[src/rtl/fork_scheduler_pkg.sv]
// -----------------------------------------------------------------------------
// threadbrain_pkg
// Shared definitions for the threadbrain fork controller slice.
//   - fork_state_e : fork FSM state encoding (IDLE / ALLOC / ACK)
//   - OP_FORK      : FORK opcode value seen by the cores
//   - PC_W_DEFAULT : default width of a start PC
// -----------------------------------------------------------------------------
package threadbrain_pkg;

    typedef enum logic [1:0] {
        ST_IDLE  = 2'd0,
        ST_ALLOC = 2'd1,
        ST_ACK   = 2'd2
    } fork_state_e;

    localparam logic [3:0]  OP_FORK      = 4'h6;
    localparam int unsigned PC_W_DEFAULT = 16;

endpackage

[src/rtl/fork_scheduler_rr_pick.sv]
// -----------------------------------------------------------------------------
// rr_pick
// Round-robin first-set-bit finder: returns the first set bit of req at or
// after ptr, wrapping modulo N. With ptr tied to zero it is a plain
// lowest-set-bit finder.
// Ports:
//   req   [N-1:0]  candidate mask
//   ptr   [IW-1:0] starting index of the search
//   grant [N-1:0]  one-hot winner (zero when req is empty)
//   idx   [IW-1:0] index of the winner (zero when req is empty)
//   valid          at least one bit of req was set
// -----------------------------------------------------------------------------
module rr_pick #(
    parameter  int unsigned N  = 4,
    localparam int unsigned IW = (N > 1) ? $clog2(N) : 1
) (
    input  logic [N-1:0]  req,
    input  logic [IW-1:0] ptr,
    output logic [N-1:0]  grant,
    output logic [IW-1:0] idx,
    output logic          valid
);

    int unsigned j;

    always_comb begin
        grant = '0;
        idx   = '0;
        valid = 1'b0;
        j     = 0;
        for (int unsigned k = 0; k < N; k++) begin
            j = (32'(ptr) + k) % N;
            if (!valid && req[j]) begin
                valid    = 1'b1;
                grant[j] = 1'b1;
                idx      = IW'(j);
            end
        end
    end

endmodule

[src/rtl/fork_scheduler.sv]
// -----------------------------------------------------------------------------
// fork_scheduler
// Central fork controller for the threadbrain multicore array. Arbitrates
// FORK requests round-robin among enabled cores, allocates the lowest-index
// idle core, owns the core enable mask and start-PC registers, and frees
// cores on halt.
// Optional feature macro: FORK_FAIL_EN (refuse a fork with fork_nack when no
// core is free instead of stalling in ALLOC).
// Ports:
//   clk, rst     clock, asynchronous active-high reset
//   fork_req     per-core level request, held until ack/nack
//   fork_pc      per-core requested child PC (slice i = core i)
//   core_halt    per-core halt pulse
//   fork_ack     one-cycle grant pulse to the requester
//   fork_nack    one-cycle refusal pulse (0 unless FORK_FAIL_EN)
//   core_en      registered enable mask
//   core_start   registered start PC per core
//   core_launch  one-cycle launch pulse for the allocated core
//   busy         FSM not IDLE
// -----------------------------------------------------------------------------
module fork_scheduler
    import threadbrain_pkg::*;
#(
    parameter int unsigned     NCORES  = 4,
    parameter int unsigned     PC_W    = PC_W_DEFAULT,
    parameter logic [PC_W-1:0] BOOT_PC = '0
) (
    input  logic                   clk,
    input  logic                   rst,
    input  logic [NCORES-1:0]      fork_req,
    input  logic [NCORES*PC_W-1:0] fork_pc,
    input  logic [NCORES-1:0]      core_halt,
    output logic [NCORES-1:0]      fork_ack,
    output logic [NCORES-1:0]      fork_nack,
    output logic [NCORES-1:0]      core_en,
    output logic [NCORES*PC_W-1:0] core_start,
    output logic [NCORES-1:0]      core_launch,
    output logic                   busy
);

    localparam int unsigned IW = (NCORES > 1) ? $clog2(NCORES) : 1;

    localparam logic [1:0] S_IDLE  = ST_IDLE;
    localparam logic [1:0] S_ALLOC = ST_ALLOC;
    localparam logic [1:0] S_ACK   = ST_ACK;

    logic [1:0]                   r_state;
    logic [IW-1:0]                r_ptr;
    logic [IW-1:0]                r_win_idx;
    logic [NCORES-1:0]            r_win_oh;
    logic [PC_W-1:0]              r_pc;
    logic [NCORES-1:0]            r_core_en;
    logic [NCORES-1:0][PC_W-1:0]  r_start;
    logic [NCORES-1:0]            r_ack;
    logic [NCORES-1:0]            r_launch;
`ifdef FORK_FAIL_EN
    logic [NCORES-1:0]            r_nack;
`endif

    logic [NCORES-1:0][PC_W-1:0]  w_pc_arr;
    logic [NCORES-1:0]            w_elig;
    logic [NCORES-1:0]            w_win_oh;
    logic [IW-1:0]                w_win_idx;
    logic                         w_win_vld;
    logic [NCORES-1:0]            w_free_oh;
    logic [IW-1:0]                w_free_idx;
    logic                         w_free_vld;
    logic [NCORES-1:0]            w_alloc;
    logic [NCORES-1:0]            w_en_next;
    logic [IW-1:0]                w_ptr_inc;

    assign w_pc_arr = fork_pc;
    // Requests from disabled cores are never eligible.
    assign w_elig   = fork_req & r_core_en;

    rr_pick #(.N(NCORES)) u_req_pick (
        .req   (w_elig),
        .ptr   (r_ptr),
        .grant (w_win_oh),
        .idx   (w_win_idx),
        .valid (w_win_vld)
    );

    // Lowest-index free core: same finder with the pointer pinned to 0.
    // Uses the registered mask, so a core halted this cycle is only
    // allocatable from the next cycle.
    rr_pick #(.N(NCORES)) u_free_pick (
        .req   (~r_core_en),
        .ptr   ('0),
        .grant (w_free_oh),
        .idx   (w_free_idx),
        .valid (w_free_vld)
    );

    assign w_ptr_inc = (r_win_idx == IW'(NCORES - 1)) ? '0 : r_win_idx + IW'(1);
    assign w_alloc   = ((r_state == S_ALLOC) && w_free_vld) ? w_free_oh : '0;
    // The allocated core is disabled before the edge, so a halt pulse on it
    // is a no-op and the set term never conflicts with the clear term.
    assign w_en_next = (r_core_en & ~core_halt) | w_alloc;

    always_ff @(posedge clk or posedge rst) begin
        if (rst) begin
            r_state    <= S_IDLE;
            r_ptr      <= '0;
            r_win_idx  <= '0;
            r_win_oh   <= '0;
            r_pc       <= '0;
            r_core_en  <= NCORES'(1);
            r_start    <= '0;
            r_start[0] <= BOOT_PC;
            r_ack      <= '0;
            r_launch   <= '0;
`ifdef FORK_FAIL_EN
            r_nack     <= '0;
`endif
        end else begin
            r_ack     <= '0;
            r_launch  <= '0;
`ifdef FORK_FAIL_EN
            r_nack    <= '0;
`endif
            r_core_en <= w_en_next;
            case (r_state)
                S_IDLE: begin
                    if (w_win_vld) begin
                        r_win_idx <= w_win_idx;
                        r_win_oh  <= w_win_oh;
                        r_pc      <= w_pc_arr[w_win_idx];
                        r_state   <= S_ALLOC;
                    end
                end
                S_ALLOC: begin
                    if (w_free_vld) begin
                        r_start[w_free_idx] <= r_pc;
                        r_launch            <= w_free_oh;
                        r_ack               <= r_win_oh;
                        r_ptr               <= w_ptr_inc;
                        r_state             <= S_ACK;
                    end
`ifdef FORK_FAIL_EN
                    else begin
                        r_nack  <= r_win_oh;
                        r_ptr   <= w_ptr_inc;
                        r_state <= S_ACK;
                    end
`endif
                end
                S_ACK:   r_state <= S_IDLE;
                default: r_state <= S_IDLE;
            endcase
        end
    end

    assign fork_ack    = r_ack;
    assign core_launch = r_launch;
    assign core_en     = r_core_en;
    assign core_start  = r_start;
    assign busy        = (r_state != S_IDLE);
`ifdef FORK_FAIL_EN
    assign fork_nack   = r_nack;
`else
    assign fork_nack   = '0;
`endif

endmodule

[config.mk]
export PLATFORM = sky130hd
export DESIGN_NAME = fork_scheduler
export DESIGN_NICKNAME = d
export VERILOG_FILES = /design/src/rtl/fork_scheduler_pkg.sv /design/src/rtl/fork_scheduler_rr_pick.sv /design/src/rtl/fork_scheduler.sv
export SDC_FILE = /design/constraint.sdc
export NUM_CORES = 1
export LEC_CHECK = 0
export ABC_AREA = 1
export BUFFER_PORTS_ARGS = -buffer_cell sky130_fd_sc_hd__buf_4
export CAP_MARGIN = 20
export CORE_MARGIN = 8
export CORE_UTILIZATION = 28
export CTS_BUF_LIST = sky130_fd_sc_hd__clkbuf_8 sky130_fd_sc_hd__clkbuf_16
export CTS_CLUSTER_SIZE = 14
export DETAILED_ROUTE_END_ITERATION = 10
export PLACE_DENSITY = 0.49
export SYNTH_ARGS = -nofsm -noshare
export SYNTH_HDL_FRONTEND = slang
export SYNTH_SLANG_ARGS = --single-unit
export TNS_END_PERCENT = 1
[constraint.sdc]
create_clock -name clk -period 5.7 [get_ports clk]
set_input_delay 1.14 -clock clk [delete_from_list [all_inputs] [get_ports clk]]
set_output_delay 1.14 -clock clk [all_outputs]
set_load 0.05 [all_outputs]
---- After elaboration in Yosys (flattened, before gate mapping) ----
Index checks and enable logic that the tools add are counted.
word-level totals
  register bits after elaboration ......... 102
  input port bits ......................... 74
  output and inout port bits .............. 81
  word-level logic and storage cells ...... 115
operators by class
  add/sub/neg operators ................... 4
  order comparisons ....................... 11
  equal/unequal tests ..................... 4
  muxes and demuxes ....................... 53
  bitwise gates (word level) .............. 8
  reductions and logical operators ........ 23
operator list
  operator                                                                              count
  64-bit bitwise mux                                                                    1
  4-bit 2-to-1 mux                                                                      10
  16-bit binary-select mux with 2-bit select                                            1
  16-bit demux with 2-bit select                                                        1
  16-bit 2-to-1 mux                                                                     2
  2-bit 2-to-1 mux                                                                      10
  2-bit by 3-bit less-than comparator with 1-bit output (second input constant)         6
  1-bit 2-to-1 mux                                                                      18
  4-bit bitwise OR                                                                      4
  1-bit logical AND                                                                     12
  2-bit by 1-bit greater-or-equal comparator with 1-bit output (second input constant)  5
  4-bit AND                                                                             2
  1-bit binary-select mux with 2-bit select                                             4
  1-bit demux with 2-bit select                                                         4
  4-bit inverter                                                                        2
  1-bit zero test                                                                       6
  2-bit AND reduction                                                                   3
  2-bit by 1-bit adder with 2-bit output (second input constant)                        2
  2-bit adder (second input constant)                                                   2
  2-bit one-hot mux with 2 select lines                                                 1
  3-bit 2-to-1 mux                                                                      1
  2-bit by 1-bit == test with 1-bit output (second input constant)                      1
  2-bit == test (second input constant)                                                 1
  2-bit zero test                                                                       1
  other kinds (3)                                                                       3

---- Logic depth before layout (Yosys ltp) ----
Gate-level depths: netlist (run 1).
  depth after elaboration ................. 16
  depth in mapped cells ................... 16
  depth with buffers taken out ............ 15

---- Modules after synthesis ----
Synthesis (run 1) repeated with hierarchy kept, for this count alone.
unflattened totals
  cells, all modules ...................... 735
  area, all modules ....................... 5476.5 sq um
by module, submodules not included
  module          times used  cells each  area an instance (sq um)  sequential area each (sq um)
  fork_scheduler  1           587         4595.7                    2553.7
  rr_pick         2           74          440.4                     0.0

---- Worst setup path before layout (run 1) ----
OpenSTA, ideal clock, no wires.
  kind .................................... in2reg
  start point ............................. input port fork_req[3]
  end point ............................... register r_pc[0]
  library setup time ...................... 0.124 ns
  arrival time ............................ 2.276 ns
  data required time ...................... 5.576 ns
  path slack .............................. 3.301 ns
  stages on the path ...................... 11
  cells stage by stage .................... nand3_1 nand3_2 nand2_4 inv_2 nor2_4 nand2_2 o21ai_4 nor2_2 buf_2 nand2_1 nand3_1
on the way
  cells in the longest elaborated chain, start to end .. 15
  elaborated cells on any way between the ends .. 26
  classes of those cells .................. 18 x mux; 1 x bitwise; 7 x reduce/logical
RTL lines
  element                                     RTL line                      text
  from (decl)                                 fork_scheduler.sv:30          input logic [NCORES-1:0] fork_req,
  4-bit AND (*)                               fork_scheduler.sv:74          assign w_elig = fork_req & r_core_en;
  1-bit binary-select mux with 2-bit select   fork_scheduler_rr_pick.sv:33  if (!valid && req[j]) begin
  1-bit 2-to-1 mux (implied by the code)      fork_scheduler_rr_pick.sv:33
  1-bit 2-to-1 mux                            fork_scheduler_rr_pick.sv:33
  1-bit zero test                             fork_scheduler_rr_pick.sv:33
  1-bit logical AND                           fork_scheduler_rr_pick.sv:33
  1-bit 2-to-1 mux                            fork_scheduler_rr_pick.sv:33
  1-bit zero test                             fork_scheduler_rr_pick.sv:33
  1-bit logical AND                           fork_scheduler_rr_pick.sv:33
  1-bit 2-to-1 mux                            fork_scheduler_rr_pick.sv:33
  1-bit zero test                             fork_scheduler_rr_pick.sv:33
  1-bit logical AND                           fork_scheduler_rr_pick.sv:33
  2-bit 2-to-1 mux                            fork_scheduler_rr_pick.sv:33
  16-bit binary-select mux with 2-bit select  fork_scheduler.sv:128         r_pc <= w_pc_arr[w_win_idx];
  16-bit 2-to-1 mux (implied by the code)     fork_scheduler.sv:128
  to (signal assigned)                        fork_scheduler.sv:128
  to (decl)                                   fork_scheduler.sv:51          logic [PC_W-1:0] r_pc;
Mark *: on every way between the ends. The rest lies on a longest branch, timed or not. The select of a mux whose other input is x is not followed.
A chain may end at the register's enable or synchronous reset.

---- Worst setup path after layout (run 1) ----
  start point ............................. register r_ptr[0]
  end point ............................... register r_pc[9]
on the way
  cells in the longest elaborated chain, start to end .. 14
  elaborated cells on any way between the ends .. 28
  classes of those cells .................. 3 x add/sub; 18 x mux; 7 x reduce/logical
RTL lines
  element                                                                                          RTL line               text
  from (decl)                                                                                      fork_scheduler.sv:48   logic [IW-1:0] r_ptr;
  from (signal assigned)                                                                           fork_scheduler.sv:137  r_ptr <= w_ptr_inc;
  parallel branches: the longest is 14 deep, another holds 2-bit by 1-bit adder with 2-bit output  --
Parallel ways; which one is timed is not known. The select of a mux whose other input is x is not followed.

==> results of run 1 <==
synth_stat cells, types with 2 or more instances:
master	instances	area, um^2
sky130_fd_sc_hd__nand3_1	34	170
sky130_fd_sc_hd__nand3_2	5	50.1
sky130_fd_sc_hd__o31ai_1	5	37.5
sky130_fd_sc_hd__nand2_2	8	50.1
sky130_fd_sc_hd__nor3_1	2	10.0
sky130_fd_sc_hd__nor2_4	2	22.5
sky130_fd_sc_hd__ha_1	9	113
sky130_fd_sc_hd__nand2_1	230	863
sky130_fd_sc_hd__o22ai_1	4	25.0
sky130_fd_sc_hd__buf_6	6	67.6
sky130_fd_sc_hd__o21ai_1	4	20.0
sky130_fd_sc_hd__inv_2	5	18.8
sky130_fd_sc_hd__inv_4	2	12.5
sky130_fd_sc_hd__dfrtp_1	101	2530
sky130_fd_sc_hd__buf_4	6	45.0
sky130_fd_sc_hd__inv_1	46	173
sky130_fd_sc_hd__buf_2	3	15.0
sky130_fd_sc_hd__o21ai_0	70	350
sky130_fd_sc_hd__nand2_4	2	22.5
sky130_fd_sc_hd__nor2_1	21	78.8
sky130_fd_sc_hd__clkbuf_1	12	45.0
power by group:
part | leakage, nW | internal, mW | switching [mW] | total, mW
clock | 0.148 | 0.312 | 0.296 | 0.608
sequential | 1.34 | 0.964 | 0.173 | 1.14
combinational | 1.94 | 0.649 | 1.64 | 2.29
total | 3.43 | 1.92 | 2.11 | 4.03
stage by stage:
step | cell area [um^2] | utilization | cells | setup slack [ps]
finish | 6450 | 0.378 | 957 | 2780
global placement | 6070 | 0.356 | 938 | 2740
CTS | 6370 | 0.373 | 954 | 2750
detailed placement | 6070 | 0.356 | 938 | 2650
floorplan | 4830 | - | 589 | 1890
global route | 6450 | 0.378 | 957 | 2480
cell type report:
| type | instances | area [um^2] |
|---|---|---|
| clock buffer | 9 | 225 |
| clock inverter | 7 | 71.3 |
| fill | 1788 | 10600 |
| inverter | 53 | 206 |
| multi-input combinational | 407 | 1900 |
| sequential | 102 | 2550 |
| tap | 225 | 282 |
| timing repair buffer | 154 | 1220 |
worst reg2reg max path: stages (launching register included):
cell,delay [ps]
sky130_fd_sc_hd__dfrtp_1,710
sky130_fd_sc_hd__inv_4,160
sky130_fd_sc_hd__ha_1,410
sky130_fd_sc_hd__inv_1,140
sky130_fd_sc_hd__nand3_1,110
sky130_fd_sc_hd__nand2_2,140
sky130_fd_sc_hd__nand4_4,160
sky130_fd_sc_hd__nand2_2,160
sky130_fd_sc_hd__nand2_4,230
sky130_fd_sc_hd__inv_4,310
sky130_fd_sc_hd__nand2_1,90
sky130_fd_sc_hd__nand2_1,100
sky130_fd_sc_hd__nand2_1,60
sky130_fd_sc_hd__nand3_1,90
worst min path at each step:
stage                                     startpoint                         end  slack [ps]  cells past startpoint
after floorplan                 r_pc[15]$_DFFE_PP0P_        r_pc[15]$_DFFE_PP0P_         450                      2
after global placement    core_start[31]$_DFFE_PP0P_  core_start[31]$_DFFE_PP0P_         470                      2
after detailed placement  core_start[21]$_DFFE_PP0P_  core_start[21]$_DFFE_PP0P_         470                      2
after CTS                 core_start[21]$_DFFE_PP0P_  core_start[21]$_DFFE_PP0P_         500                      2
after global routing      core_start[21]$_DFFE_PP0P_  core_start[21]$_DFFE_PP0P_         520                      2
final                     core_start[22]$_DFFE_PP0P_  core_start[22]$_DFFE_PP0P_         490                      2
layer usage:
| layer | global-route usage | routed length [um] | vias to the layer above | share of wire |
|---|---|---|---|---|
| li1 | - | - | 2119 | - |
| met1 | 0.177 | 6870 | 1933 | 0.49 |
| met2 | 0.199 | 6240 | 118 | 0.44 |
| met3 | 0.0326 | 765 | 13 | 0.054 |
| met4 | 0.0398 | 170 | 0 | 0.012 |
| met5 | 0 | 0 | - | 0 |
sequential cells by signal, indices dropped and copies added (netlist names):
signal / count
r_ptr: 2
core_en: 4
core_launch: 4
r_state: 2
r_win_idx: 2
fork_ack: 4
r_pc: 16
r_win_oh: 4
core_start: 64
kinds of logic (layout without fill, tap and decap cells):
family,Yosys count,in the layout
AO/OA/AOI/OAI,86,86
adder cells (fa/ha/maj),9,9
buffers and inverters,80,223
flip-flops,102,102
other,1,4
AND/OR/NAND/NOR,308,308
==> flow_summary.html, run 1 <==
<table>
<tr><th>Metric</th><th>Value</th></tr>
<tr><th colspan="2">Drt</th></tr>
<tr><td>Number of DRC violations after detailed-routing iteration 0</td><td>about 250</td></tr>
<tr><td>Count of antenna-violating nets left after detailed routing</td><td>0</td></tr>
<tr><td>Detailed Routing Iterations Pass 1</td><td>5</td></tr>
<tr><td>DRC violations left</td><td>0</td></tr>
<tr><td>Average routed wire per standard cell</td><td>roughly 15 um</td></tr>
<tr><td>Number of vias in the routed layout</td><td>4183</td></tr>
<tr><td>Via density per instance</td><td>roughly 4.4</td></tr>
<tr><td>Total wirelength of the detailed-routed design</td><td>roughly 14000 um</td></tr>
<tr><th colspan="2">Min path</th></tr>
<tr><td>Worst Hold Class</td><td>register to register</td></tr>
<tr><th colspan="2">STA</th></tr>
<tr><td>Maximum clock frequency</td><td>about 340 MHz</td></tr>
<tr><td>RSZ-0062 raised after global routing</td><td>no</td></tr>
<tr><td>Shortest period the worst path allows</td><td>just under 3000 ps</td></tr>
<tr><td>Final setup violating endpoints</td><td>0</td></tr>
<tr><td>Share of the clock period used by the worst path</td><td>0.512</td></tr>
<tr><td>Final Skew</td><td>11.8 ps</td></tr>
<tr><td>Final slew viol count</td><td>0</td></tr>
<tr><td>Number of failing hold endpoints at the final stage</td><td>0</td></tr>
<tr><td>Sum of negative setup slack</td><td>0 ps</td></tr>
<tr><td>Slew @ Worst Pin</td><td>834 ps</td></tr>
<tr><td>Smallest hold slack</td><td>489 ps</td></tr>
<tr><td>Worst-case headroom to the max-slew limit</td><td>0.443</td></tr>
<tr><th colspan="2">Power and ir drop</th></tr>
<tr><td>Static leakage</td><td>roughly 3.4 nW</td></tr>
<tr><td>Pwr Density</td><td>between 600 and 700 nW/um^2</td></tr>
<tr><td>Final total power</td><td>approximately 4 mW</td></tr>
<tr><td>Worst vdd ir</td><td>about 0.38 mV</td></tr>
<tr><th colspan="2">Die</th></tr>
<tr><td>Die width</td><td>roughly 150 um</td></tr>
<tr><td>I/O pin cnt</td><td>about 160</td></tr>
<tr><td>Standard-cell rows</td><td>48</td></tr>
<tr><td>Floorplan core area</td><td>17100 um^2</td></tr>
<tr><td>Floorplan die area</td><td>roughly 22000 um^2</td></tr>
<tr><td>Die outline height</td><td>147 um</td></tr>
<tr><td>Initial Util</td><td>0.282</td></tr>
<tr><th colspan="2">Critical path</th></tr>
<tr><td>Data arrival time at the worst-slack endpoint</td><td>3200 ps</td></tr>
<tr><td>Worst flop-to-flop path endpoint</td><td>r_pc[9]$_DFFE_PP0P_</td></tr>
<tr><td>Cell class contributing the biggest share of worst-path delay</td><td>simple AND/OR/NAND/NOR gates</td></tr>
<tr><td>Register-to-Register Setup Slack</td><td>approximately 2800 ps</td></tr>
<tr><td>Crit start category</td><td>register</td></tr>
<tr><td>Sequence of cells on the critical path</td><td>inv_4 &gt; ha_1 &gt; inv_1 &gt; nand3_1 &gt; nand2_2 &gt; nand4_4 &gt; nand2_2 &gt; nand2_4 &gt; inv_4 &gt; nand2_1 &gt; nand2_1 &gt; nand2_1 &gt; nand3_1</td></tr>
<tr><td>Critical path buffers and inverters</td><td>3</td></tr>
<tr><td>Critical path peak fanout</td><td>34</td></tr>
<tr><td>Number of stages on the worst setup path</td><td>13</td></tr>
<tr><td>Worst Setup Path Type</td><td>register to register</td></tr>
<tr><td>Critical path required time</td><td>between 5000 and 6000 ps</td></tr>
<tr><td>First element of the critical path</td><td>r_ptr[0]$_DFFE_PP0P_</td></tr>
<tr><td>Start of the worst register-to-register path</td><td>r_ptr[0]$_DFFE_PP0P_</td></tr>
<tr><td>Reg2reg path depth</td><td>13</td></tr>
<tr><td>CP max-delay cell</td><td>sky130_fd_sc_hd__dfrtp_1</td></tr>
<tr><td>Setup crit end kind</td><td>register</td></tr>
<tr><td>Critical Path Max Stage Delay</td><td>710 ps</td></tr>
<tr><td>Critical path's most frequent cell</td><td>sky130_fd_sc_hd__nand2_1</td></tr>
<tr><td>Last element of the critical path</td><td>r_pc[9]$_DFFE_PP0P_</td></tr>
<tr><th colspan="2">Clocking</th></tr>
<tr><td># H-tree levels</td><td>3</td></tr>
<tr><td>Clock latency of the later-clocked register in the worst-skew pair</td><td>approximately 350 ps</td></tr>
<tr><td>CTS Hold Bufs</td><td>0</td></tr>
<tr><td>Number of buffers inserted by post-CTS setup repair</td><td>0</td></tr>
<tr><td>Clk root buf</td><td>sky130_fd_sc_hd__clkbuf_16</td></tr>
<tr><td>Number of resized instances in the post-cts repair step</td><td>0</td></tr>
<tr><td>TritonCTS clock tree</td><td>yes</td></tr>
<tr><td>CTS buffer count</td><td>9</td></tr>
<tr><td>Clock tree sinks</td><td>around 100</td></tr>
<tr><td>Clock input transition at the sequential cells of the worst setup and hold paths</td><td>around 80 ps</td></tr>
<tr><td>Clock Path Buffers</td><td>2</td></tr>
<tr><th colspan="2">Synthesis</th></tr>
<tr><td>Largest family of logic cells by synthesized area</td><td>simple AND/OR/NAND/NOR gates</td></tr>
<tr><td>Warnings, synthesis</td><td>0</td></tr>
<tr><td>Area share of fa/ha/maj cells after synthesis</td><td>0.0234</td></tr>
<tr><td>Netlist area before placement</td><td>4820 um^2</td></tr>
<tr><td>Number of instances in the synthesized netlist</td><td>~590</td></tr>
<tr><td>Count of flip-flops with a built-in enable after synthesis</td><td>0</td></tr>
<tr><td>Post-synthesis cell type count</td><td>30</td></tr>
<tr><td>Average cell area after synthesis</td><td>8.22 um^2</td></tr>
<tr><td>Synthesis-stage register bit count</td><td>between 100 and 150</td></tr>
<tr><td>Basic-gate share of the synthesized area counting and, or, nand and nor cells</td><td>0.271</td></tr>
<tr><td>Sequential area share after synthesis</td><td>0.530</td></tr>
<tr><td>Complex-gate fraction of the synthesized area</td><td>0.0959</td></tr>
<tr><td>Share of synthesized area spent on multiplexers</td><td>0</td></tr>
<tr><td>Synth Area in XOR/XNOR</td><td>0</td></tr>
<tr><td>Proportion of register bits with asynchronous set or reset after synthesis</td><td>1.00</td></tr>
<tr><td>Most common flop cell mapped by yosys</td><td>sky130_fd_sc_hd__dfrtp_1</td></tr>
<tr><th colspan="2">GRT</th></tr>
<tr><td>Antenna violations before repair</td><td>0</td></tr>
<tr><td>First-pass GRT wire length</td><td>approximately 23000 um</td></tr>
<tr><td>Overflow left after global routing</td><td>0</td></tr>
<tr><td>Largest net degree at the start of global routing</td><td>57</td></tr>
<tr><td>Via count of the first global-routing pass</td><td>approximately 4300</td></tr>
<tr><td>Overall fraction of global-route tracks in use</td><td>0.130</td></tr>
<tr><th colspan="2">Run status</th></tr>
<tr><td>Result of the run</td><td>complete, no violations</td></tr>
<tr><th colspan="2">Placed design</th></tr>
<tr><td>Sum of net half-perimeters after detailed placement</td><td>approximately 11000 um</td></tr>
<tr><td>Quantity of I/O buffers inserted on ports</td><td>150</td></tr>
<tr><td>Placer congestion estimate</td><td>approximately 0.82</td></tr>
<tr><th colspan="2">Finish</th></tr>
<tr><td>Diodes inserted</td><td>0</td></tr>
<tr><td>Commonest cells after routing, fill and taps aside</td><td>sky130_fd_sc_hd__nand2_1, sky130_fd_sc_hd__buf_4, sky130_fd_sc_hd__dfrtp_1, sky130_fd_sc_hd__o21ai_0, sky130_fd_sc_hd__inv_1</td></tr>
<tr><td>Share of layout cells above drive strength 1</td><td>0.272</td></tr>
<tr><td>Layout overhead on the synthesized area</td><td>34.0%</td></tr>
<tr><td>Net total in the final layout</td><td>810</td></tr>
<tr><td>Most common library cell in the layout ignoring fill and taps</td><td>sky130_fd_sc_hd__nand2_1</td></tr>
<tr><th colspan="2">Run</th></tr>
<tr><td>Count of maximum capacitance violations</td><td>0</td></tr>
</table>
(Power assumes the default switching activity.)
==> run 2: changes to the inputs <==
--- a/config.mk
+++ b/config.mk
@@ -13,7 +13,7 @@
 export CTS_BUF_LIST = sky130_fd_sc_hd__clkbuf_8 sky130_fd_sc_hd__clkbuf_16
 export CTS_CLUSTER_SIZE = 14
 export DETAILED_ROUTE_END_ITERATION = 10
-export PLACE_DENSITY = 0.49
+export PLACE_DENSITY = 0.51
 export SYNTH_ARGS = -nofsm -noshare
 export SYNTH_HDL_FRONTEND = slang
 export SYNTH_SLANG_ARGS = --single-unit
==> constraint.sdc (replaced) <==
create_clock -name clk -period 2.6 [get_ports clk]
set_input_delay 0.52 -clock clk [delete_from_list [all_inputs] [get_ports clk]]
set_output_delay 0.52 -clock clk [all_outputs]
set_load 0.05 [all_outputs]
==> run 2 against run 1 <==
Against the previous run: maximum frequency up 25%; highest routed layer unchanged; largest power group unchanged; design area rose by 0.37%; die area stayed put; routed wire length is 0.98% higher.
==> flow_summary.html, run 2 (synthesized netlist as in run 1, its figures left out) <==
<table>
<tr><th>Metric</th><th>Value</th></tr>
<tr><th colspan="2">Clocking</th></tr>
<tr><td>Clock input transition at the sequential cells of the worst setup and hold paths</td><td>80 ps (about the same)</td></tr>
<tr><td>Number of resized instances in the post-cts repair step</td><td>0 (unchanged)</td></tr>
<tr><td>CTS buffer count</td><td>9 (unchanged)</td></tr>
<tr><td>TritonCTS clock tree</td><td>yes</td></tr>
<tr><td>CTS Hold Bufs</td><td>0 (unchanged)</td></tr>
<tr><td>Clock latency of the later-clocked register in the worst-skew pair</td><td>350 ps (about the same)</td></tr>
<tr><td>Clk root buf</td><td>sky130_fd_sc_hd__clkbuf_16</td></tr>
<tr><td># H-tree levels</td><td>3 (unchanged)</td></tr>
<tr><td>Clock tree sinks</td><td>102 (unchanged)</td></tr>
<tr><td>Clock Path Buffers</td><td>2 (unchanged)</td></tr>
<tr><td>Number of buffers inserted by post-CTS setup repair</td><td>0 (unchanged)</td></tr>
<tr><th colspan="2">Critical path</th></tr>
<tr><td>Setup crit end kind</td><td>register</td></tr>
<tr><td>Worst Setup Path Type</td><td>register to register</td></tr>
<tr><td>Critical path peak fanout</td><td>33 (-2.9%)</td></tr>
<tr><td>Register-to-Register Setup Slack</td><td>270 ps (-2510 ps)</td></tr>
<tr><td>Critical path required time</td><td>2840 ps (-3140 ps)</td></tr>
<tr><td>Crit start category</td><td>register</td></tr>
<tr><td>Data arrival time at the worst-slack endpoint</td><td>2560 ps (-640 ps)</td></tr>
<tr><th colspan="2">Finish</th></tr>
<tr><td>Sequential Area</td><td>2550 um^2 (unchanged)</td></tr>
<tr><td>Multi-input gate area</td><td>1900 um^2 (+0.26%)</td></tr>
<tr><td>Final cell count without fillers</td><td>963 (+0.63%)</td></tr>
<tr><td>Most common library cell in the layout ignoring fill and taps</td><td>sky130_fd_sc_hd__nand2_1</td></tr>
<tr><td>Commonest cells after routing, fill and taps aside</td><td>sky130_fd_sc_hd__nand2_1, sky130_fd_sc_hd__buf_4, sky130_fd_sc_hd__dfrtp_1, sky130_fd_sc_hd__o21ai_0, sky130_fd_sc_hd__inv_1</td></tr>
<tr><td>Non-Filler Cell Area, Final</td><td>6470 um^2 (+0.37%)</td></tr>
<tr><td>Number of fill cells</td><td>1788 (unchanged)</td></tr>
<tr><td>Diodes inserted</td><td>0 (unchanged)</td></tr>
<tr><td>Share of layout cells above drive strength 1</td><td>0.278 (+0.00592)</td></tr>
<tr><td>Net total in the final layout</td><td>816 (+0.74%)</td></tr>
<tr><td>Core Util, Final</td><td>0.380 (+0.00139)</td></tr>
<tr><td>Layout overhead on the synthesized area</td><td>34.5%</td></tr>
<tr><td>Largest register FFs</td><td>64 (unchanged)</td></tr>
<tr><th colspan="2">GRT</th></tr>
<tr><td>Layer with the highest usage after global routing</td><td>met1</td></tr>
<tr><td>First-pass GRT wire length</td><td>23100 um (+0.87%)</td></tr>
<tr><td>Via count of the first global-routing pass</td><td>4299 (-0.35%)</td></tr>
<tr><td>Global routing usage on met2</td><td>0.189 (-0.0101)</td></tr>
<tr><td>Antenna violations before repair</td><td>0 (unchanged)</td></tr>
<tr><td>Overall fraction of global-route tracks in use</td><td>0.131 (+0.00110)</td></tr>
<tr><td>GR Layer Usage met3</td><td>0.0265 (-0.00615)</td></tr>
<tr><td>Overflow left after global routing</td><td>0 (unchanged)</td></tr>
<tr><td>Largest net degree at the start of global routing</td><td>103 (+81%)</td></tr>
<tr><td>Met1 Resource Use GR</td><td>0.190 (+0.0130)</td></tr>
<tr><th colspan="2">Drt</th></tr>
<tr><td>DRC violations left</td><td>0 (unchanged)</td></tr>
<tr><td>Number of vias in the routed layout</td><td>4223 (+0.96%)</td></tr>
<tr><td>Via density per instance</td><td>4.39 (+0.33%)</td></tr>
<tr><td>Total wirelength of the detailed-routed design</td><td>14200 um (+0.98%)</td></tr>
<tr><td>Average routed wire per standard cell</td><td>14.7 um (+0.35%)</td></tr>
<tr><td>Detailed Routing Iterations Pass 1</td><td>4 (-1)</td></tr>
<tr><td>Number of DRC violations after detailed-routing iteration 0</td><td>293 (+18%)</td></tr>
<tr><td>Count of antenna-violating nets left after detailed routing</td><td>0 (unchanged)</td></tr>
<tr><th colspan="2">Placed design</th></tr>
<tr><td>Cell count after placement</td><td>947 (+0.96%)</td></tr>
<tr><td>Placer congestion estimate</td><td>0.846 (+3.7%)</td></tr>
<tr><td>Quantity of I/O buffers inserted on ports</td><td>150 (unchanged)</td></tr>
<tr><td>Post-detailed-placement cell area</td><td>6170 um^2 (+1.5%)</td></tr>
<tr><td>Sum of net half-perimeters after detailed placement</td><td>10800 um (-0.29%)</td></tr>
<tr><th colspan="2">Die</th></tr>
<tr><td>Floorplan core area</td><td>17100 um^2 (unchanged)</td></tr>
<tr><td>Die outline height</td><td>147 um (unchanged)</td></tr>
<tr><td>I/O pin cnt</td><td>155 (unchanged)</td></tr>
<tr><td>Standard-cell rows</td><td>48 (unchanged)</td></tr>
<tr><td>Initial Util</td><td>0.282 (unchanged)</td></tr>
<tr><td>Die width</td><td>147 um (unchanged)</td></tr>
<tr><td>Floorplan die area</td><td>21700 um^2 (unchanged)</td></tr>
<tr><th colspan="2">STA</th></tr>
<tr><td>Sum of negative setup slack</td><td>0 ps (unchanged)</td></tr>
<tr><td>Share of the clock period used by the worst path</td><td>0.895 (+0.383)</td></tr>
<tr><td>Final slew viol count</td><td>0 (unchanged)</td></tr>
<tr><td>Number of failing hold endpoints at the final stage</td><td>0 (unchanged)</td></tr>
<tr><td>Worst-case headroom to the max-slew limit</td><td>0.399 (-0.0446)</td></tr>
<tr><td>Shortest period the worst path allows</td><td>2330 ps (-593 ps)</td></tr>
<tr><td>Slew @ Worst Pin</td><td>901 ps (+66.9 ps)</td></tr>
<tr><td>Maximum clock frequency</td><td>430 MHz (+25%)</td></tr>
<tr><td>Final setup violating endpoints</td><td>0 (unchanged)</td></tr>
<tr><td>Final Skew</td><td>9.34 ps (-2.47 ps)</td></tr>
<tr><td>RSZ-0062 raised after global routing</td><td>no</td></tr>
<tr><th colspan="2">Power and ir drop</th></tr>
<tr><td>Worst vdd ir</td><td>0.846 mV (+120%)</td></tr>
<tr><td>Final total power</td><td>9.00 mW (+120%)</td></tr>
<tr><td>Pwr Density</td><td>1390 nW/um^2 (+120%)</td></tr>
<tr><td>Static leakage</td><td>3.43 nW (about the same)</td></tr>
<tr><th colspan="2">Run status</th></tr>
<tr><td>Result of the run</td><td>complete, no violations</td></tr>
<tr><th colspan="2">Min path</th></tr>
<tr><td>Worst Hold Class</td><td>input port to asynchronous set/reset pin</td></tr>
<tr><th colspan="2">Run</th></tr>
<tr><td>Count of maximum capacitance violations</td><td>0 (unchanged)</td></tr>
</table>
run 2: cell types whose count changed in the layout (fill, tap and decap cells not counted), sizes merged:
cell / change
buf: +6
clkinvlp: +3
inv: -3
run 2: critical path, stage by stage (launching register included):
cell and delay, ps:
sky130_fd_sc_hd__dfrtp_1 480, sky130_fd_sc_hd__inv_1 90, sky130_fd_sc_hd__ha_1 360, sky130_fd_sc_hd__inv_1 140, sky130_fd_sc_hd__nand3_1 100, sky130_fd_sc_hd__nand2_2 130, sky130_fd_sc_hd__nand4_4 160, sky130_fd_sc_hd__nand2_2 150
sky130_fd_sc_hd__nand2_4 80, sky130_fd_sc_hd__buf_12 170, sky130_fd_sc_hd__nand2_1 80, sky130_fd_sc_hd__nand2_1 60, sky130_fd_sc_hd__nand2_1 50, sky130_fd_sc_hd__nand2_1 50, sky130_fd_sc_hd__nand2_1 60, sky130_fd_sc_hd__nand2_1 50
run 2: metrics by stage:
step           hold slack [ps]  setup slack [ps]
2_1_floorplan              449               495
3_3_place_gp               468               359
3_5_place_dp               474               227
4_1_cts                    308               197
5_1_grt                    342              67.8
6_report                   272               274
run 2: cell type report:
type	count	area share
Sequential cell	102	0.394
Tap cell	225	0.0435
Inverter	53	0.0321
Clock inverter	7	0.0122
Timing Repair Buffer	160	0.189
Multi-Input combinational cell	407	0.294
Clock buffer	9	0.0348
run 2: path summary, 6_finish.rpt:
kind                                             from                    endpoint  cells past startpoint
max in group asynchronous                         rst         r_pc[0]$_DFFE_PP0P_                      3
setup reg to reg                 r_ptr[1]$_DFFE_PP0P_         r_pc[3]$_DFFE_PP0P_                     15
hold reg to reg            core_start[31]$_DFFE_PP0P_  core_start[31]$_DFFE_PP0P_                      2
hold / removal                                    rst  core_start[12]$_DFFE_PP0P_                      3
min in group clk                         core_halt[0]        core_en[0]$_DFF_PP1_                      2
setup / recovery                 r_ptr[1]$_DFFE_PP0P_         r_pc[3]$_DFFE_PP0P_                     15
run 2: layer usage:
layer | up-vias | part of all wire | wire length, um
met2 | 142 | 0.42 | 6000
met1 | 1930 | 0.51 | 7290
met5 | - | 0 | 0
li1 | 2137 | - | -
met3 | 14 | 0.051 | 717
met4 | 0 | 0.013 | 179
run 2: report_power, final:
group          leakage (nW)  switching [mW]  total, mW  internal (mW)
logic                  1.94            3.68       5.21           1.53
clock network         0.142           0.656       1.34          0.683
registers              1.34           0.345       2.46           2.11
==> run 3: changes to the inputs <==
--- a/config.mk
+++ b/config.mk
@@ -13,8 +13,9 @@
 export CTS_BUF_LIST = sky130_fd_sc_hd__clkbuf_8 sky130_fd_sc_hd__clkbuf_16
 export CTS_CLUSTER_SIZE = 14
 export DETAILED_ROUTE_END_ITERATION = 10
-export PLACE_DENSITY = 0.51
+export PLACE_DENSITY = 0.5
 export SYNTH_ARGS = -nofsm -noshare
 export SYNTH_HDL_FRONTEND = slang
+export SYNTH_HIERARCHICAL = 1
 export SYNTH_SLANG_ARGS = --single-unit
 export TNS_END_PERCENT = 1
==> run 3 against run 2 <==
Against the previous run: synthesized cell count increased by 25%; worst hold slack worse by 110 ps; final cell count grew 23%; die area up 12%; non-clock buffer count increased by 18; highest routed layer unchanged; clock power grew 5%; routed wire length is 16% higher; core utilization is essentially flat; critical endpoint is now core_start[36]$_DFFE_PP0P_; synthesized area grew 14%.
==> flow_summary.html, run 3 <==
<table>
<tr><th>Metric</th><th>Value</th></tr>
<tr><th colspan="2">Run status</th></tr>
<tr><td>Result of the run</td><td>complete, no violations</td></tr>
<tr><th colspan="2">Finish</th></tr>
<tr><td>Net total in the final layout</td><td>996 (+22%)</td></tr>
<tr><td>Layout overhead on the synthesized area</td><td>34.0%</td></tr>
<tr><td>Diodes inserted</td><td>0 (unchanged)</td></tr>
<tr><td>Number of fill cells</td><td>2048 (+15%)</td></tr>
<tr><td>Largest register FFs</td><td>64 (unchanged)</td></tr>
<tr><td>Share of layout cells above drive strength 1</td><td>0.254 (-0.0234)</td></tr>
<tr><td>Most common library cell in the layout ignoring fill and taps</td><td>sky130_fd_sc_hd__nand2_1</td></tr>
<tr><td>Commonest cells after routing, fill and taps aside</td><td>sky130_fd_sc_hd__nand2_1, sky130_fd_sc_hd__buf_4, sky130_fd_sc_hd__dfrtp_1, sky130_fd_sc_hd__nand3_1, sky130_fd_sc_hd__inv_1</td></tr>
<tr><td>Final cell count without fillers</td><td>1181 (+23%)</td></tr>
<tr><th colspan="2">Drt</th></tr>
<tr><td>Total wirelength of the detailed-routed design</td><td>16400 um (+16%)</td></tr>
<tr><td>Average routed wire per standard cell</td><td>13.9 um (-5.4%)</td></tr>
<tr><td>Detailed Routing Iterations Pass 1</td><td>4 (unchanged)</td></tr>
<tr><td>Number of vias in the routed layout</td><td>4987 (+18%)</td></tr>
<tr><td>Met1 Wirelength</td><td>8090 um (+11%)</td></tr>
<tr><td>Number of DRC violations after detailed-routing iteration 0</td><td>305 (+4.1%)</td></tr>
<tr><td>Routed wl met2</td><td>7220 um (+20%)</td></tr>
<tr><td>Count of antenna-violating nets left after detailed routing</td><td>0 (unchanged)</td></tr>
<tr><td>Via density per instance</td><td>4.22 (-3.7%)</td></tr>
<tr><td>Top layer in use</td><td>met4</td></tr>
<tr><td>Length of routed met3 wiring</td><td>1010 um (+41%)</td></tr>
<tr><td>DRC violations left</td><td>0 (unchanged)</td></tr>
<tr><th colspan="2">STA</th></tr>
<tr><td>Setup slack of the critical path after layout</td><td>209 ps (-65.1 ps)</td></tr>
<tr><td>Final Skew</td><td>8.11 ps (-1.23 ps)</td></tr>
<tr><td>Final slew viol count</td><td>0 (unchanged)</td></tr>
<tr><td>Share of the clock period used by the worst path</td><td>0.920 (+0.0251)</td></tr>
<tr><td>Final setup violating endpoints</td><td>0 (unchanged)</td></tr>
<tr><td>Shortest period the worst path allows</td><td>2390 ps (+65.1 ps)</td></tr>
<tr><td>RSZ-0062 raised after global routing</td><td>yes</td></tr>
<tr><td>Smallest hold slack</td><td>159 ps (-113 ps)</td></tr>
<tr><td>Number of failing hold endpoints at the final stage</td><td>0 (unchanged)</td></tr>
<tr><td>Sum of negative setup slack</td><td>0 ps (unchanged)</td></tr>
<tr><td>Maximum clock frequency</td><td>418 MHz (-2.7%)</td></tr>
<tr><td>Slew @ Worst Pin</td><td>554 ps (-347 ps)</td></tr>
<tr><td>Worst-case headroom to the max-slew limit</td><td>0.630 (+0.232)</td></tr>
<tr><th colspan="2">Run</th></tr>
<tr><td>Count of maximum capacitance violations</td><td>0 (unchanged)</td></tr>
<tr><th colspan="2">Critical path</th></tr>
<tr><td>Setup crit end kind</td><td>register</td></tr>
<tr><td>Critical path's most frequent cell</td><td>sky130_fd_sc_hd__nand2_1</td></tr>
<tr><td>Critical Path Max Stage Delay</td><td>550 ps (+70 ps)</td></tr>
<tr><td>Critical path peak fanout</td><td>17 (-48%)</td></tr>
<tr><td>Data arrival time at the worst-slack endpoint</td><td>2640 ps (+80 ps)</td></tr>
<tr><td>Critical path required time</td><td>2840 ps (about the same)</td></tr>
<tr><td>Worst Setup Path Type</td><td>register to register</td></tr>
<tr><td>Cell class contributing the biggest share of worst-path delay</td><td>simple AND/OR/NAND/NOR gates</td></tr>
<tr><td>Sequence of cells on the critical path</td><td>inv_1 &gt; inv_1 &gt; nand2_2 &gt; nand3_2 &gt; nand2_4 &gt; nor2_4 &gt; nand4_1 &gt; nand3_2 &gt; nand2_1 &gt; nor2_4 &gt; inv_6 &gt; nand2_1 &gt; nand2_1</td></tr>
<tr><td>Crit start category</td><td>register</td></tr>
<tr><td>CP max-delay cell</td><td>sky130_fd_sc_hd__dfstp_2</td></tr>
<tr><td>Critical path buffers and inverters</td><td>3 (unchanged)</td></tr>
<tr><th colspan="2">Clocking</th></tr>
<tr><td>Clk root buf</td><td>sky130_fd_sc_hd__clkbuf_16</td></tr>
<tr><td>TritonCTS clock tree</td><td>yes</td></tr>
<tr><td>Clock input transition at the sequential cells of the worst setup and hold paths</td><td>80 ps (about the same)</td></tr>
<tr><td># H-tree levels</td><td>3 (unchanged)</td></tr>
<tr><td>CTS Hold Bufs</td><td>0 (unchanged)</td></tr>
<tr><td>CTS buffer count</td><td>9 (unchanged)</td></tr>
<tr><td>Clock latency of the later-clocked register in the worst-skew pair</td><td>350 ps (about the same)</td></tr>
<tr><td>Clock Path Buffers</td><td>2 (unchanged)</td></tr>
<tr><td>Clock tree sinks</td><td>102 (unchanged)</td></tr>
<tr><th colspan="2">Power and ir drop</th></tr>
<tr><td>Internal power consumption</td><td>5.19 mW (+20%)</td></tr>
<tr><td>Net switching share of the total power</td><td>0.538 (+0.0187)</td></tr>
<tr><td>Worst vdd ir</td><td>0.708 mV (-16%)</td></tr>
<tr><td>Static leakage</td><td>4.14 nW (+21%)</td></tr>
<tr><td>Switching Power</td><td>6.05 mW (+29%)</td></tr>
<tr><td>Seq pwr share</td><td>0.258 (-0.015)</td></tr>
<tr><td>Clock group share of total power</td><td>0.125 (-0.024)</td></tr>
<tr><td>Pwr Density</td><td>1530 nW/um^2 (+10%)</td></tr>
<tr><td>Combinational share of power</td><td>0.617 (+0.039)</td></tr>
<tr><th colspan="2">GRT</th></tr>
<tr><td>Via count of the first global-routing pass</td><td>5031 (+17%)</td></tr>
<tr><td>First-pass GRT wire length</td><td>26500 um (+15%)</td></tr>
<tr><td>Largest net degree at the start of global routing</td><td>59 (-43%)</td></tr>
<tr><td>Antenna violations before repair</td><td>0 (unchanged)</td></tr>
<tr><td>Overall fraction of global-route tracks in use</td><td>0.136 (+0.00447)</td></tr>
<tr><td>Overflow left after global routing</td><td>0 (unchanged)</td></tr>
<tr><th colspan="2">Synthesis</th></tr>
<tr><td>Fraction of post-synthesis cell area in the top cell type by area</td><td>0.462 (-0.0633)</td></tr>
<tr><td>Warnings, synthesis</td><td>6 (+6)</td></tr>
<tr><td>Proportion of register bits with asynchronous set or reset after synthesis</td><td>1.00 (unchanged)</td></tr>
<tr><td>Synth Area in XOR/XNOR</td><td>0 (unchanged)</td></tr>
<tr><td>Count of flip-flops with a built-in enable after synthesis</td><td>0 (unchanged)</td></tr>
<tr><td>Netlist area before placement</td><td>5480 um^2 (+14%)</td></tr>
<tr><td>Post-synthesis cell type count</td><td>25 (-17%)</td></tr>
<tr><td>Largest family of logic cells by synthesized area</td><td>simple AND/OR/NAND/NOR gates</td></tr>
<tr><td>Sequential area share after synthesis</td><td>0.466 (-0.0640)</td></tr>
<tr><td>Synthesis-stage register bit count</td><td>102 (unchanged)</td></tr>
<tr><td>Complex-gate fraction of the synthesized area</td><td>0.0302 (-0.0657)</td></tr>
<tr><td>Basic-gate share of the synthesized area counting and, or, nand and nor cells</td><td>0.393 (+0.122)</td></tr>
<tr><td>Average cell area after synthesis</td><td>7.45 um^2 (-9.3%)</td></tr>
<tr><td>Cell with the most instances after synthesis</td><td>sky130_fd_sc_hd__nand2_1</td></tr>
<tr><td>Share of synthesized area spent on multiplexers</td><td>0 (unchanged)</td></tr>
<tr><td>Synth area leaders</td><td>sky130_fd_sc_hd__dfrtp_1, sky130_fd_sc_hd__nand2_1, sky130_fd_sc_hd__nand3_1</td></tr>
<tr><td>Area share of fa/ha/maj cells after synthesis</td><td>0.0251 (+0.00175)</td></tr>
<tr><td>Number of instances in the synthesized netlist</td><td>735 (+25%)</td></tr>
<tr><td>Most frequent cells after synthesis</td><td>sky130_fd_sc_hd__nand2_1, sky130_fd_sc_hd__dfrtp_1, sky130_fd_sc_hd__nand3_1, sky130_fd_sc_hd__inv_1</td></tr>
<tr><td>Most common flop cell mapped by yosys</td><td>sky130_fd_sc_hd__dfrtp_1</td></tr>
<tr><td>Cell type with the largest total area after synthesis</td><td>sky130_fd_sc_hd__dfrtp_1</td></tr>
<tr><th colspan="2">Die</th></tr>
<tr><td>Die width</td><td>156 um (+5.9%)</td></tr>
<tr><td>Floorplan die area</td><td>24300 um^2 (+12%)</td></tr>
<tr><td>Floorplan core area</td><td>19300 um^2 (+13%)</td></tr>
<tr><td>Initial Util</td><td>0.283 (+0.000896)</td></tr>
<tr><td>Standard-cell rows</td><td>51 (+6.3%)</td></tr>
<tr><td>I/O pin cnt</td><td>155 (unchanged)</td></tr>
<tr><td>Die outline height</td><td>156 um (+5.9%)</td></tr>
<tr><th colspan="2">Placed design</th></tr>
<tr><td>Post-placement setup slack</td><td>8.20 ps (-219 ps)</td></tr>
<tr><td>Quantity of I/O buffers inserted on ports</td><td>150 (unchanged)</td></tr>
<tr><td>Cell count after placement</td><td>1161 (+23%)</td></tr>
<tr><td>Sum of net half-perimeters after detailed placement</td><td>12700 um (+18%)</td></tr>
<tr><td>Placer congestion estimate</td><td>0.870 (+2.8%)</td></tr>
<tr><th colspan="2">Min path</th></tr>
<tr><td>Worst Hold Class</td><td>input port to asynchronous set/reset pin</td></tr>
</table>
[run 3: cell type report]
type | instances | area [um^2] | area share
clock inverter | 7 | 88.8 | 0.0121
timing repair buffer | 178 | 1350 | 0.184
tap | 265 | 332 | 0.0452
inverter | 62 | 246 | 0.0336
clock buffer | 9 | 225 | 0.0307
multi-input combinational | 558 | 2540 | 0.347
sequential | 102 | 2550 | 0.348
[run 3: final timing paths]
| kind | from | end | slack, ps | depth (start not counted) |
|---|---|---|---|---|
| setup / recovery | core_en[0]$_DFF_PP1_ | core_start[36]$_DFFE_PP0P_ | 210 | 13 |
| hold / removal | rst | fork_ack[0]$_DFF_PP0_ | 160 | 2 |
| setup reg to reg | core_en[0]$_DFF_PP1_ | core_start[36]$_DFFE_PP0P_ | 210 | 13 |
| hold reg to reg | core_start[63]$_DFFE_PP0P_ | core_start[63]$_DFFE_PP0P_ | 480 | 2 |
| max in group asynchronous | rst | r_pc[6]$_DFFE_PP0P_ | 1710 | 3 |
| min in group clk | core_halt[0] | core_en[0]$_DFF_PP1_ | 340 | 2 |
[run 3: per-stage QoR]
| step | util | total power [mW] | cell area [um^2] |
|---|---|---|---|
| 6_report | 0.380 | 11.2 | 7340 |
| 3_5_place_dp | 0.361 | 9.91 | 6980 |
| 4_1_cts | 0.377 | 11.3 | 7290 |
| 3_3_place_gp | 0.361 | 9.88 | 6980 |
| 2_1_floorplan | - | 7.68 | 5550 |
| 5_1_grt | 0.380 | 12.2 | 7340 |
[run 3: cells by family after synthesis]
group,after synthesis
adders and majority gates,11
buffers and inverters,93
AOI/OAI and AO/OA,28
DFF,102
other,1
and+or+nand+nor,500
[run 3: what timing repair did]
action                                 CTS  global route
setup buffers                            0             4
setup endpoints to repair                0            82
endpoints found under the hold margin    0             0
resized for setup                        0             5
[run 3: power groups by stage]
stage          clock network [mW]  registers (mW)  logic [mW]
4_1_cts                      1.45            2.91        6.99
3_5_place_dp                    0            2.93        6.98
2_1_floorplan                   0            4.43        3.25
6_report                     1.41            2.90        6.94
5_1_grt                      1.51            2.99        7.66
3_3_place_gp                    0            2.94        6.94
[run 3: layer usage]
layer | GRT usage | vias up
li1 | - | 2612
met1 | 0.189 | 2251
met2 | 0.206 | 117
met3 | 0.0327 | 7
met4 | 0.0342 | 0
met5 | 0 | -
[run 3: worst reg2reg max path: stages (launching register included)]
cell                      delay [ps]
sky130_fd_sc_hd__dfstp_2         550
sky130_fd_sc_hd__inv_1            60
sky130_fd_sc_hd__inv_1            60
sky130_fd_sc_hd__nand2_2          60
sky130_fd_sc_hd__nand3_2         130
sky130_fd_sc_hd__nand2_4          70
sky130_fd_sc_hd__nor2_4          230
sky130_fd_sc_hd__nand4_1         190
sky130_fd_sc_hd__nand3_2         150
sky130_fd_sc_hd__nand2_1         100
sky130_fd_sc_hd__nor2_4          400
sky130_fd_sc_hd__inv_6           140
sky130_fd_sc_hd__nand2_1         110
sky130_fd_sc_hd__nand2_1          50
